--- config.mk ---
export PLATFORM = sky130hd
export DESIGN_NAME = ds1302_time_ctrl
export DESIGN_NICKNAME = d
export VERILOG_FILES = /design/src/rtl/ds1302_time_ctrl.sv
export SDC_FILE = /design/constraint.sdc
export NUM_CORES = 1
export LEC_CHECK = 0
export BUFFER_PORTS_ARGS = -buffer_cell sky130_fd_sc_hd__buf_2
export CAP_MARGIN = 5
export CORE_MARGIN = 2
export CORE_UTILIZATION = 45
export CTS_BUF_LIST = sky130_fd_sc_hd__clkbuf_8
export CTS_CLUSTER_SIZE = 25
export DETAILED_ROUTE_END_ITERATION = 12
export GPL_TIMING_DRIVEN = 0
export PLACE_DENSITY_LB_ADDON = 0.15
export SETUP_SLACK_MARGIN = 0.02
export SKIP_CTS_REPAIR_TIMING = 1
export SLEW_MARGIN = 20
export SYNTH_ARGS = -nofsm -noshare
export SYNTH_HDL_FRONTEND = slang
export SYNTH_SLANG_ARGS = --single-unit
--- constraint.sdc ---
create_clock -name sclk -period 2.8 [get_ports sclk]
set_input_delay 0.28 -clock sclk [delete_from_list [all_inputs] [get_ports sclk]]
set_output_delay 0.28 -clock sclk [all_outputs]
set_load 0.02 [all_outputs]
--- src/rtl/ds1302_time_ctrl.sv ---
// Purpose: sequences DS1302 time sets and periodic polls, then validates and publishes the BCD time.
// Latency: the trigger follows the IDLE decision by 1 cycle; time_valid or bcd_err arrives OP_WAIT+1 cycles after get_trig.
// Backpressure: none. Requests and poll wraps are held in pending flags until the next IDLE cycle.
module ds1302_time_ctrl #(
    parameter int unsigned sys_clk_freq     = 50_000_000,
    parameter int unsigned ds1302_clk_speed = 200_000,
    parameter int unsigned poll_hz          = 10
) (
    input  logic        sclk,
    input  logic        nrst,
    input  logic        set_req,
    input  logic [63:0] set_time,
    output logic        set_ack,
    output logic        set_trig,
    output logic        get_trig,
    output logic [63:0] bcd_time_set,
    input  logic [63:0] bcd_time_get,
    output logic [63:0] time_bcd,
    output logic        time_valid,
    output logic        sec_tick,
    output logic        bcd_err,
    output logic        busy
);

    localparam int unsigned POLL_CYCLES = sys_clk_freq / poll_hz;
    localparam int unsigned OP_WAIT     = 130 * (sys_clk_freq / ds1302_clk_speed) + 64;
    localparam int          PW          = $clog2(POLL_CYCLES);
    localparam int          WW          = $clog2(OP_WAIT);
    localparam logic [PW-1:0] POLL_LAST = PW'(POLL_CYCLES - 1);
    localparam logic [WW-1:0] WAIT_LAST = WW'(OP_WAIT - 1);

    typedef enum logic [1:0] {IDLE, SET_WAIT, GET_WAIT, CHECK} state_t;

    state_t        state, state_nxt;
    logic [PW-1:0] poll_cnt;
    logic [WW-1:0] wait_cnt;
    logic [63:0]   set_buf;
    logic          set_pend, poll_pend, have_valid;
    logic          poll_wrap, wait_done, bcd_ok;
    logic          take_set, take_poll, force_poll, latch_time;
    logic          set_trig_nxt, get_trig_nxt, set_ack_nxt;
    logic          valid_nxt, tick_nxt, err_nxt;

    assign poll_wrap = (poll_cnt == POLL_LAST);
    assign wait_done = (wait_cnt == WAIT_LAST);
    assign busy      = (state != IDLE);

    // Only the low nibble of bytes 0..6 is checked; the write-protect byte is ignored.
    always_comb begin
        bcd_ok = 1'b1;
        for (int i = 0; i < 7; i++) begin
            if (bcd_time_get[8*i +: 4] > 4'd9) bcd_ok = 1'b0;
        end
    end

    always_comb begin
        state_nxt    = state;
        take_set     = 1'b0;
        take_poll    = 1'b0;
        force_poll   = 1'b0;
        latch_time   = 1'b0;
        set_trig_nxt = 1'b0;
        get_trig_nxt = 1'b0;
        set_ack_nxt  = 1'b0;
        valid_nxt    = 1'b0;
        tick_nxt     = 1'b0;
        err_nxt      = 1'b0;
        case (state)
            IDLE: begin
                if (set_pend) begin
                    take_set     = 1'b1;
                    set_trig_nxt = 1'b1;
                    state_nxt    = SET_WAIT;
                end else if (poll_pend) begin
                    take_poll    = 1'b1;
                    get_trig_nxt = 1'b1;
                    state_nxt    = GET_WAIT;
                end
            end
            SET_WAIT: begin
                if (wait_done) begin
                    set_ack_nxt = 1'b1;
                    force_poll  = 1'b1;
                    state_nxt   = IDLE;
                end
            end
            GET_WAIT: begin
                if (wait_done) state_nxt = CHECK;
            end
            CHECK: begin
                if (bcd_ok) begin
                    latch_time = 1'b1;
                    valid_nxt  = 1'b1;
                    tick_nxt   = have_valid && (bcd_time_get[7:0] != time_bcd[7:0]);
                end else begin
                    err_nxt = 1'b1;
                end
                state_nxt = IDLE;
            end
            default: state_nxt = IDLE;
        endcase
    end

    always_ff @(posedge sclk or negedge nrst) begin
        if (!nrst) state <= IDLE;
        else       state <= state_nxt;
    end

    always_ff @(posedge sclk or negedge nrst) begin
        if (!nrst) begin
            poll_cnt     <= '0;
            wait_cnt     <= '0;
            set_buf      <= '0;
            set_pend     <= 1'b0;
            poll_pend    <= 1'b0;
            have_valid   <= 1'b0;
            bcd_time_set <= '0;
            time_bcd     <= '0;
            set_trig     <= 1'b0;
            get_trig     <= 1'b0;
            set_ack      <= 1'b0;
            time_valid   <= 1'b0;
            sec_tick     <= 1'b0;
            bcd_err      <= 1'b0;
        end else begin
            poll_cnt <= poll_wrap ? '0 : poll_cnt + 1'b1;
            // The counter idles at 0, so it reads 0 in the trigger cycle.
            if ((state == SET_WAIT) || (state == GET_WAIT))
                wait_cnt <= wait_done ? '0 : wait_cnt + 1'b1;
            else
                wait_cnt <= '0;

            if (set_req) begin
                set_buf  <= set_time & 64'h00FF_FFFF_FFFF_FFFF;
                set_pend <= 1'b1;
            end else if (take_set) begin
                set_pend <= 1'b0;
            end

            // A wrap in the same cycle as a poll launch is kept, not lost.
            if (poll_wrap || force_poll) poll_pend <= 1'b1;
            else if (take_poll)          poll_pend <= 1'b0;

            if (take_set) bcd_time_set <= set_buf;
            if (latch_time) begin
                time_bcd   <= bcd_time_get;
                have_valid <= 1'b1;
            end

            set_trig   <= set_trig_nxt;
            get_trig   <= get_trig_nxt;
            set_ack    <= set_ack_nxt;
            time_valid <= valid_nxt;
            sec_tick   <= tick_nxt;
            bcd_err    <= err_nxt;
        end
    end

endmodule
==> results_dict.tcl <==
set metrics [dict create \
    place.gp.congestion 0.803 \
    yosysWarnings 0 \
    clock_sinks 225 \
    drt_wl_total_mm 21.1 \
    post-route-period-util_pct 85.0 \
    die_h_um 146 \
    path_clk_slew_ps 50 \
    antenna_found_initial 0 \
    p_per_area_nw_per_um2 894 \
    synth_top_cell_by_area "dfrtp_1" \
    final_cells 1328 \
    fin_nets 1182 \
    cts.path.max_buffers 3 \
    root_buffer "clkbuf_8" \
    htree_levels 2 \
    cp.arrival_ps 2780 \
    dp_cells 1156 \
    final_antenna_net_count 0 \
    antennaDiodeCount 0 \
    viasPerCell 4.87 \
    max_freq_ghz 0.420 \
    cts_tree "built" \
    holdWs_ps 13.7 \
    synth_xor_area_share_pct 3.67 \
    min_path_type "in -> reg" \
    fin_skew_ps 12.9 \
    drtPass1Iterations 4 \
    setup_ws_ps 420 \
    final_layout_size_suffix_gt1_share_pct 46.9 \
    avgSynthCellArea_um2 14.3 \
    cts_made_buffers 40 \
    synth_cell_types 43 \
    async_flop_share_pct 100 \
    grt_max_degree 95 \
    timing.setup.tns_ps 0 \
    endpoint_kind "register" \
    die_w_um 146 \
    ir_worst_vdd_uv 534 \
    synthCells 634 \
    worstMarginPinSlew_ps 766 \
    vias 6466 \
    placed_area_um2 10700 \
    required_ps 3200 \
    synthTopCellsByArea "dfrtp_1 62%, mux2_2 22%, xor2_1 2.0%" \
    wl_per_cell_um 15.9 \
    max_slew_margin_pct 49.0 \
    design_area_um2 12500 \
    rsz0062_at_grt "false" \
    drv_cap 0 \
    hold_viol_final 0 \
    layout_min_cycle_time_ps 2380 \
    synthAdderAreaFrac_pct 0.828 \
    initial_core_util_pct 46.3 \
    synth_edf_count 0 \
    grt_first_pass_wirelength_mm 32.0 \
    setup_viol_count_final 0 \
    synth-compound-area-share_pct 1.59 \
    grt_util_all_layers_pct 18.7 \
    ys_ff_latch 225 \
    finalMaxSlewViolations 0 \
    cellLeakagePower_nw 6.16 \
    ys_seq_area_share_pct 62.1 \
    clock_latency_ps 530 \
    utilization_pct 64.0 \
    grt_pass1_vias 6140 \
    dp_hpwl_mm 14.3 \
    row_count 51 \
    synth_top_family_by_area "multiplexers" \
    syn_area_um2 9070 \
    grt-ovfl-total 0 \
    pre_cts_slack_ps 139 \
    synthFlopType "dfrtp_1" \
    area_growth_pct 38.2 \
    core_um2 19600 \
    num_io_pins 266 \
    drc 0 \
    synthMuxAreaShare_pct 21.9 \
    critPathLaunchType "register" \
    yosys.area_share.simple_pct 7.40 \
    path_max_fanout 10 \
    synth_top_area_share_pct 62.1 \
    dieArea_um2 21300 \
    portBuffers 248 \
    status "completed" \
    drt-initial-drc-count 236 \
    rrSetupSlack_ps 420 \
    power.total_mw 11.2 \
    criticalPathCategory "reg -> reg" \
]
worst max-delay path, cell delays in order (launching register included):
cell and delay (ps):
dfrtp_1 400, inv_1 100, ha_1 300, nand2_1 200
clkbuf_1 460, clkbuf_2 410, mux2_2 370
final timing paths:
path	from	to	depth (start not counted)
hold / removal	bcd_time_get[49]	time_bcd[49]	2
setup / recovery	state[0]	bcd_time_set[53]	6
max in group asynchronous	nrst	bcd_time_set[35]	4
hold reg to reg	have_valid	have_valid	1
setup reg to reg	state[0]	bcd_time_set[53]	6
min in group asynchronous	nrst	bcd_time_set[54]	2
final cells by class:
cell class	count	area, um2
buffer	34	186
clock buffer	44	606
clock inverter	16	68.8
fill	1463	7060
inverter	12	45.0
multi-input combinational	370	3230
sequential	225	5630
tap	265	332
timing repair buffer	362	2430
layer usage:
layer	routed length (um)	global-route usage (%)	up-vias	share of wire [%]
met4	316	6.42	0	1.5
li1	-	-	3046	-
met5	0	0	-	0
met2	10100	29.7	239	48
met3	1840	7.52	29	8.7
met1	8840	23.2	3152	42
placed cells by master (no fill, tap or decap), types with 2 or more instances in the layout:
| cell type | instances |
|---|---|
| mux2_2 | 176 |
| nand4_1 | 17 |
| and3_1 | 3 |
| buf_2 | 254 |
| nor3_1 | 9 |
| nand3_1 | 16 |
| a21oi_1 | 3 |
| nor4_4 | 2 |
| or4b_1 | 2 |
| ha_1 | 6 |
| buf_16 | 2 |
| nor4b_1 | 2 |
| dlygate4sd3_1 | 112 |
| xor2_1 | 21 |
| clkbuf_8 | 44 |
| nor4_1 | 7 |
| inv_1 | 25 |
| dfrtp_1 | 225 |
| clkbuf_1 | 14 |
| o21ai_0 | 9 |
| conb_1 | 8 |
| nand2b_1 | 2 |
| and2_1 | 2 |
| and4_1 | 3 |
| clkinvlp_4 | 2 |
| nor2_1 | 33 |
| buf_4 | 11 |
| xnor2_1 | 17 |
| nand2_1 | 16 |
flip-flops by register name, indices dropped and copies added, names as in the netlist:
signal,flops
state,2
bcd_time_set,56
time_valid,1
have_valid,1
get_trig,1
poll_pend,1
time_bcd,64
sec_tick,1
set_pend,1
set_buf,56
poll_cnt,23
wait_cnt,15
set_ack,1
set_trig,1
bcd_err,1
power breakdown:
group          internal (mW)  switching, mW  total [mW]
sequential              4.17          0.457        4.63
clock                   1.41           1.23        2.64
combinational           1.72           2.21        3.93
total                   7.30           3.90        11.2
synth_stat cells (2+ instances only):
master and number:
a21oi_1 3, and2_1 2, and3_1 3, and4_1 3, buf_2 7, buf_4 11
clkbuf_1 14, dfrtp_1 225, ha_1 6, inv_1 12, mux2_2 176, nand2_1 16
nand2b_1 2, nand3_1 16, nand4_1 17, nor2_1 33, nor3_1 9, nor4_1 7
nor4_4 2, nor4b_1 2, o21ai_0 9, or4b_1 2, xnor2_1 17, xor2_1 21
cells by family after synthesis:
| logic type | Yosys count |
|---|---|
| flops | 225 |
| mux | 176 |
| simple gates | 120 |
| buf+inv | 46 |
| xor+xnor | 38 |
| compound gates | 22 |
| fa+ha+maj | 6 |
| other cells | 1 |
(Power assumes the default switching activity.)
